[src/rtl/mux_nto1_reg.sv]
// rtl/mux_nto1_reg.sv - registered N-to-1 mux with select validation, channel echo and optional auto-scan (MUX_SCAN_EN)
module mux_nto1_reg #(
    parameter int N_CH  = 4,
    parameter int WIDTH = 1,
    parameter int SEL_W = 2,
    parameter int DWELL = 4
) (
    input  logic                    clk,
    input  logic                    rst,
    input  logic [N_CH*WIDTH-1:0]   in_data,
    input  logic [SEL_W-1:0]        sel,
    input  logic                    sel_valid,
    input  logic                    mode,
    output logic [WIDTH-1:0]        out_data,
    output logic                    out_valid,
    output logic [SEL_W-1:0]        out_ch,
    output logic                    sel_err
);

    // One extra bit so N_CH == 2**SEL_W still compares correctly.
    localparam logic [SEL_W:0]   N_CH_W  = (SEL_W+1)'(N_CH);
    localparam logic [SEL_W-1:0] LAST_CH = SEL_W'(N_CH - 1);

    logic [SEL_W-1:0] cur_sel_q;
    logic [SEL_W-1:0] next_sel;
    logic             sel_ok;
    logic             sel_bad;
    logic [WIDTH-1:0] out_data_d;

    assign sel_ok  = sel_valid && ({1'b0, sel} < N_CH_W);
    assign sel_bad = sel_valid && !sel_ok;

`ifdef MUX_SCAN_EN
    typedef enum logic {MANUAL, SCAN} state_t;

    localparam int DW_W = (DWELL > 1) ? $clog2(DWELL) : 1;
    localparam logic [DW_W-1:0] DWELL_LAST = DW_W'(DWELL - 1);

    state_t          state_q;
    logic [DW_W-1:0] dwell_q;
    logic [DW_W-1:0] dwell_d;

    // Channel choice: a valid request wins, otherwise scan steps at the end of each dwell.
    // Leaving SCAN (mode low) behaves as manual, which holds the channel and clears dwell.
    always_comb begin
        next_sel = cur_sel_q;
        dwell_d  = '0;
        if (sel_ok) begin
            next_sel = sel;
        end else if (state_q == SCAN && mode) begin
            if (dwell_q == DWELL_LAST) begin
                next_sel = (cur_sel_q == LAST_CH) ? '0 : cur_sel_q + 1'b1;
            end else begin
                dwell_d = dwell_q + 1'b1;
            end
        end
    end

    // Mode FSM and dwell counter; reset drops any scan position.
    always_ff @(posedge clk) begin
        if (rst) begin
            state_q <= MANUAL;
            dwell_q <= '0;
        end else begin
            dwell_q <= dwell_d;
            case (state_q)
                MANUAL:  if (mode)  state_q <= SCAN;
                SCAN:    if (!mode) state_q <= MANUAL;
                default: state_q <= MANUAL;
            endcase
        end
    end
`else
    logic unused_mode;
    assign unused_mode = mode;

    // Manual only: a valid request moves the selection, anything else holds it.
    always_comb begin
        next_sel = cur_sel_q;
        if (sel_ok) begin
            next_sel = sel;
        end
    end
`endif

    // Data path mux on the channel that will be registered this edge.
    always_comb begin
        out_data_d = '0;
        for (int i = 0; i < N_CH; i++) begin
            if (next_sel == SEL_W'(i)) begin
                out_data_d = in_data[i*WIDTH +: WIDTH];
            end
        end
    end

    // Output registers: live data every cycle, channel echo, one-cycle error pulse.
    always_ff @(posedge clk) begin
        if (rst) begin
            cur_sel_q <= '0;
            out_data  <= '0;
            out_valid <= 1'b0;
            out_ch    <= '0;
            sel_err   <= 1'b0;
        end else begin
            cur_sel_q <= next_sel;
            out_data  <= out_data_d;
            out_valid <= 1'b1;
            out_ch    <= next_sel;
            sel_err   <= sel_bad;
        end
    end

endmodule

[config.mk]
export PLATFORM = sky130hd
export DESIGN_NAME = mux_nto1_reg
export DESIGN_NICKNAME = d
export VERILOG_FILES = /design/src/rtl/mux_nto1_reg.sv
export SDC_FILE = /design/constraint.sdc
export NUM_CORES = 1
export LEC_CHECK = 0
export ABC_AREA = 1
export BUFFER_PORTS_ARGS = -buffer_cell sky130_fd_sc_hd__buf_2
export CORE_AREA = 3 3 40 42
export DETAILED_ROUTE_END_ITERATION = 16
export DIE_AREA = 0 0 43 45
export GPL_ROUTABILITY_DRIVEN = 0
export PLACE_DENSITY = 0.38
export SETUP_SLACK_MARGIN = 0.05
export SYNTH_ARGS = -nofsm -noshare
export SYNTH_HDL_FRONTEND = slang
export SYNTH_SLANG_ARGS = --single-unit
[constraint.sdc]
create_clock -name clk -period 0.82 [get_ports clk]
set_input_delay 0.082 -clock clk [delete_from_list [all_inputs] [get_ports clk]]
set_output_delay 0.082 -clock clk [all_outputs]
set_load 0.05 [all_outputs]
# Word level (Yosys, flattened, before mapping)
# Index checks and enable logic that the tools add are counted.
dict set report word_totals {
  out_inout_bits 5
  elab_cells 13
  regBits 4
}
dict set report op_classes {
  n_mux 6
  reduce_logical 1
  eq_ne 3
}
# op count
set op_table {}
lappend op_table {{1-bit two-way mux} 5}
lappend op_table {{2-bit == test (second input constant)} 2}
lappend op_table {{2-bit by 1-bit == test with 1-bit output (second input constant)} 1}
lappend op_table {{2-bit zero test} 1}
lappend op_table {{2-bit two-way mux} 1}

# Longest topological paths before layout
# Gate-level depths: netlist of run 1.
dict set report logic_depth {
  ltp_word 6
  ltp_mapped 6
  ltp_nobuf 6
}

# Worst setup path after synthesis of run 1
# Ideal clock, no wire load.
dict set report synth_path {
  path_type {register to register}
  start {register cur_sel_q[0]}
  end {register out_data}
  path_stages_with_launch 6
  setup_slack_ns -0.283
  required_ns 0.707
  period_less_slack_ns 1.103
  arrival_ns 0.991
  cell_sequence {dfxtp_1 > nand2_2 > nand3_1 > nand2_1 > nor2_1 > nor2_1}
}
dict set report synth_between {
  elab_chain_cells 6
  word_cells_on_any_way 9
}
# item line
set synth_rtl {}
lappend synth_rtl {{start: declaration} 24} ;# logic [SEL_W-1:0] cur_sel_q;
lappend synth_rtl {{start signal: assignment} 105} ;# cur_sel_q <= next_sel;
lappend synth_rtl {{2-bit two-way mux (*)} 80} ;# if (sel_ok) begin
lappend synth_rtl {{2-bit zero test} 90} ;# if (next_sel == SEL_W'(i)) begin
lappend synth_rtl {{1-bit two-way mux (3 in series)} 90}
lappend synth_rtl {{1-bit two-way mux (*)} 90}
lappend synth_rtl {{end signal: assignment} 106} ;# out_data <= out_data_d;
lappend synth_rtl {{end: declaration} 14} ;# output logic [WIDTH-1:0] out_data,
# Mark *: on every way between the ends. The rest lies on a longest branch, timed or not.
# A chain may end at the register's enable or synchronous reset.

==> results of run 1 <==
-- what timing repair did --
| action | in CTS | in global routing |
|---|---|---|
| gates resized for setup | 15 | 3 |
| pin swaps | 0 | 1 |
| endpoints found under the setup margin | 5 | 5 |
| endpoints found under the hold margin | 0 | 0 |
-- cells in the final DEF, fill, tap and decap left out --
| cell | instances |
|---|---|
| nand2_4 | 1 |
| nand3_2 | 4 |
| nand2_2 | 2 |
| nand3_1 | 1 |
| nand2_1 | 6 |
| dfxtp_4 | 2 |
| a21oi_1 | 2 |
| inv_1 | 2 |
| dfxtp_2 | 2 |
| nor2_1 | 2 |
| conb_1 | 1 |
| inv_2 | 2 |
| clkbuf_4 | 3 |
| clkbuf_1 | 1 |
| buf_2 | 8 |
| buf_8 | 4 |
-- registers in the layout, indices dropped and copies added, names as in the netlist --
register   count
out_data       1
out_valid      1
cur_sel_q      2
-- metal layers --
layer  up-vias  share of wire [%]
met5         -                  0
met4         0                  0
met3         0                5.7
met2         6                 60
met1        96                 34
li1        114                  -
-- final timing paths --
check | slack, ns | from | cells after the start | end
worst max register to register | 0.01 | cur_sel_q[0] | 6 | out_data
worst max-delay path | -0.01 | cur_sel_q[0] | 1 | out_ch[0]
worst min-delay path | 0.02 | rst | 2 | cur_sel_q[0]
worst min register to register | 0.51 | cur_sel_q[1] | 2 | cur_sel_q[1]
-- cell families (layout without fill, tap and decap cells) --
logic type | count (synthesis) | in the layout | synth area share, %
buffers and inverters | 5 | 20 | 12.2
flip-flops | 4 | 4 | 43.2
AND/OR/NAND/NOR | 16 | 16 | 37.2
other | 1 | 1 | 2.03
AO/OA/AOI/OAI | 2 | 2 | 5.41
-- power breakdown --
part / leakage, nW / switching, mW / total, mW / internal, mW
Clock: 0.0150 / 0.0828 / 0.266 / 0.183
Sequential: 0.0349 / 0.0115 / 0.219 / 0.207
Combinational: 0.139 / 0.0995 / 0.167 / 0.0678
-- cell type report --
class	instances	area (µm²)	area share [%]
flip-flops and latches	4	90.1	24.8
multi-input cells	19	113	31.0
repair buffers	12	100	27.6
well taps	15	18.8	5.17
clock buffers	4	26.3	7.24
inverters	4	15.0	4.14
-- worst reg2reg max path, delay by kind of cell (launching register included) --
family	cells	cell delay (ns)
flops	1	0.36
simple gates	5	0.30
buf+inv	1	0.05
-- metrics by stage --
step	power, mW	hold WS [ns]	area [µm²]
3_3_place_gp	0.351	0.276	277
6_report	0.652	0.0205	363
2_1_floorplan	0.313	0.141	205
4_1_cts	0.658	0.0177	348
3_5_place_dp	0.351	0.272	277
5_1_grt	0.710	0.00158	363
==> qor.txt, run 1 <==
Final period utilization -> 102%
Lkg Pwr -> 0.189 nW
CTS tree -> built
Crit path cell chain -> buf_8
Initial Util -> 14.4%
Top cell type's share of synthesized area -> 43.2%
Via count -> 216
Die width -> 43 µm
Critical path startpoint category -> register
# hold bufs at CTS -> 0
ANT cells -> 0
Clk_lat worst skew -> 0.24 ns
Grt peak-use layer -> met2
Register area share after synthesis -> 43.2%
Routed len/inst -> 7.88 µm
Port Buf Inserts -> 12
Clk slew on worst S/H paths -> 0.04 ns
Top post-synthesis cells by area -> dfxtp_1 (43%), nand2_1 (16%), nand3_1 (14%)
Family with the most delay on the worst path -> flip-flops
Syn nets -> 38
HP Class -> input port to register
CTS max path bufs -> 2
WP data arrival -> 0.75 ns
Worst setup margin -> -0.0135 ns
Failing checks -> setup timing
Row cnt -> 13
Nature of the critical path endpoint -> output port
Final Core Density -> 28.2%
Status -> finished, violations left
DR iter-0 viols -> 3
Min cycle time layout -> 0.833 ns
Post-synth top flop -> dfxtp_1
Slowest-stage cell, CP -> dfxtp_4
Final Skew -> 0.00869 ns
GR Util met3 -> 4.78%
Final setup vio count -> 1
Placement Setup Slack -> 0.0190 ns
Post-route insts no fill -> 58
Pin count of the biggest net entering global routing -> 5
HPWL after detailed placement -> 397 µm
Num CTS Buffers -> 3
Overall Global Routing Usage -> 5.82%
Layout cells sized above 1 -> 65.1%
Unrepaired setup endpoints after global routing -> yes
Max cap viols -> 0
WS Path Type -> register to output port
Final hold vios -> 0
Vias in the first global route -> 208
Max Clk Rate -> 1200 MHz
Congestion Overflow GR -> 0
First-pass GRT wire length -> 710 µm
H-tree depth -> 1
Post-synth EDFFs -> 0
Placed Instances -> 54
Synth cell types -> 10
VDD IR max -> 666 µV
Most common cell in the netlist -> nand2_1
Crit path max fanout -> 3
Core area -> 0.00128 mm²
Max-slew violations -> 0
Final wirelength -> 457 µm
Async S/R FF share, synth -> 0%
Nets -> 54
Post-route DRC -> 0
Synth cell count leaders -> nand2_1 (8), nand3_1 (5), dfxtp_1 (4)
Cells after Synth -> 28
Critical Path RT -> 0.74 ns
Post-DRT Antenna Nets -> 0
Most area-hungry cell type in the Yosys netlist -> dfxtp_1
TritonCTS Sinks -> 4
Yosys warnings -> 0
Vias per cell -> 3.72
Area growth from synthesis to layout -> 95.9%
Root buf cell -> clkbuf_4
Setup TNS -> -0.0135 ns
Fillers -> 151
Synthesis-stage register bit count -> 4
Cell Area, Synth -> 185 µm²
CP bufs+invs -> 1
# Post-CTS Setup Buffers -> 0
Die Area -> 0.00194 mm²
Initial antenna violation count -> 0
Avg Synthesized Cell Area -> 6.61 µm²
Io pins -> 15
DRT Pass-1 Iters -> 2
PD cells -> 1800 mW/mm²
Grt met1 use -> 3.61%
Met2 usage -> 10.2%
Max incr delay on CP -> 0.37 ns
DIE HEIGHT -> 45 µm
Power figures use the tool's default switching activity.
==> run 2, diff against run 1 <==
- CTS_BUF_LIST: default -> sky130_fd_sc_hd__clkbuf_8 sky130_fd_sc_hd__clkbuf_16
- SKIP_CTS_REPAIR_TIMING: default -> 1
- clock period: 0.82 -> 0.8 ns (I/O delays scaled with it)
==> run 2 against run 1 <==
  * Critical endpoint unchanged
  * Die area is the same
  * Final cell count did not move
  * Worst hold slack improved by 0.021 ns
  * Setup slack is essentially flat
  * Flip-flop and latch count unchanged
  * Wire length decreased by 1.1%
  * Core utilization is 0.39 points higher
  * Power rose by 25%
  * First-iteration DRC count down 33%
  * Non-clock buffer count did not move
  * Largest power group unchanged
  * The run still ends with setup timing left
  * Clock power rose by 61%
  * Final area rose by 1.4%
==> qor.txt, run 2 (synthesis results as in run 1) <==
Area of the multi-input gates -> 108 µm²
Min cycle time layout -> 0.814 ns
Worst setup margin -> -0.0135 ns
Vias in the first global route -> 210
Final Skew -> 0.00596 ns
Nature of the critical path endpoint -> output port
WHS Path Cells -> 2
Gate power share -> 20.1%
Clock power frac -> 52.7%
Reg power frac -> 27.3%
Clk slew on worst S/H paths -> 0.03 ns
Initial antenna violation count -> 0
Fillers -> 151
Crit path max fanout -> 3
WP depth -> 1
Final setup vio count -> 2
Critical path startpoint category -> register
Layout cells sized above 1 -> 60.5%
Post-route DRC -> 0
Critical Path RT -> 0.72 ns
Max Clk Rate -> 1230 MHz
Crit path cell chain -> buf_6
Int Pwr -> 602 µW
Pin count of the biggest net entering global routing -> 5
Commonest non-fill, non-tap cell in the layout -> buf_2
Status -> finished, violations left
Nets -> 54
Lkg Pwr -> 0.195 nW
WP data arrival -> 0.73 ns
H-tree depth -> 1
Max incr delay on CP -> 0.36 ns
Placed instance area -> 277 µm²
Slowest-stage cell, CP -> dfxtp_4
Reg area -> 88.8 µm²
Via count -> 211
DRT Pass-1 Iters -> 2
First-pass GRT wire length -> 655 µm
Congestion Overflow GR -> 0
Unrepaired setup endpoints after global routing -> yes
Area growth from synthesis to layout -> 98.6%
Max-slew violations -> 0
Commonest non-fill, non-tap cells in the layout -> buf_2 (8), nand2_1 (6), inv_1 (3), nand3_2 (3), clkbuf_8 (3)
Top flop regs -> cur_sel_q (2), out_data (1), out_valid (1)
Reg2reg path depth -> 6
Vias per cell -> 3.64
DR iter-0 viols -> 2
Core area -> 0.00128 mm²
Failing checks -> setup timing
TritonCTS Sinks -> 4
Final instance area -> 368 µm²
CP bufs+invs -> 1
Io pins -> 15
Max cap viols -> 0
Most flops, register -> cur_sel_q
Die Area -> 0.00194 mm²
Die width -> 43 µm
WS Path Type -> register to output port
Overall Global Routing Usage -> 5.07%
Max FFs per register -> 2
VDD IR max -> 677 µV
Final wirelength -> 452 µm
PD cells -> 2220 mW/mm²
CTS tree -> built
HP Class -> input port to register
Routed len/inst -> 7.79 µm
Clk_lat worst skew -> 0.22 ns
Post-DRT Antenna Nets -> 0
Placement Setup Slack -> -0.000987 ns
ANT cells -> 0
Family with the most delay on the worst path -> flip-flops
HPWL after detailed placement -> 397 µm
Num CTS Buffers -> 3
CTS max path bufs -> 2
Port Buf Inserts -> 12
DIE HEIGHT -> 45 µm
Row cnt -> 13
Switching pwr -> 213 µW
Final hold vios -> 0
Final period utilization -> 102%
Initial Util -> 14.4%
Root buf cell -> clkbuf_8
Switching Share -> 26.2%
[run 2: final cells by class]
type / instances / area share, %
Tap cell: 15 / 5.10
Clock inverter: 1 / 1.02
Inverter: 4 / 4.08
Sequential cell: 4 / 24.1
Clock buffer: 3 / 11.2
Multi-Input combinational cell: 19 / 29.3
Timing Repair Buffer: 12 / 25.2
[run 2: power groups by stage]
stage          registers (mW)  logic, mW  clock network [mW]
4_1_cts                 0.218      0.140               0.439
5_1_grt                 0.224      0.175               0.467
3_5_place_dp            0.221      0.139                   0
6_report                0.222      0.164               0.429
2_1_floorplan           0.267     0.0538                   0
3_3_place_gp            0.220      0.140                   0
[run 2: path summary, 6_finish.rpt]
kind / slack [ns] / to / from
setup / recovery: -0.01 / out_ch[0] / cur_sel_q[0]
hold / removal: 0.04 / cur_sel_q[0] / rst
setup reg to reg: 0 / out_data / cur_sel_q[0]
hold reg to reg: 0.50 / cur_sel_q[1] / cur_sel_q[1]
[run 2: routing by layer]
layer | global-route usage [%] | part of all wire, % | vias to the layer above
li1 | - | - | 113
met1 | 2.88 | 34 | 92
met2 | 10.2 | 58 | 6
met3 | 3.59 | 7.7 | 0
met4 | 3.61 | 0 | 0
met5 | 0 | 0 | -
[run 2: per-stage QoR]
step | utilization (%) | cells | setup TNS, ns | power, mW | hold WS [ns]
6_report | 28.6 | 58 | -0.0185 | 0.815 | 0.0413
5_1_grt | 28.6 | 58 | -0.0999 | 0.865 | 0.0392
4_1_cts | 25.0 | 58 | -0.299 | 0.797 | 0.0420
3_5_place_dp | 21.5 | 54 | -0.000987 | 0.360 | 0.270
3_3_place_gp | 21.5 | 54 | -0.0113 | 0.360 | 0.274
2_1_floorplan | - | 28 | -0.0280 | 0.321 | 0.139
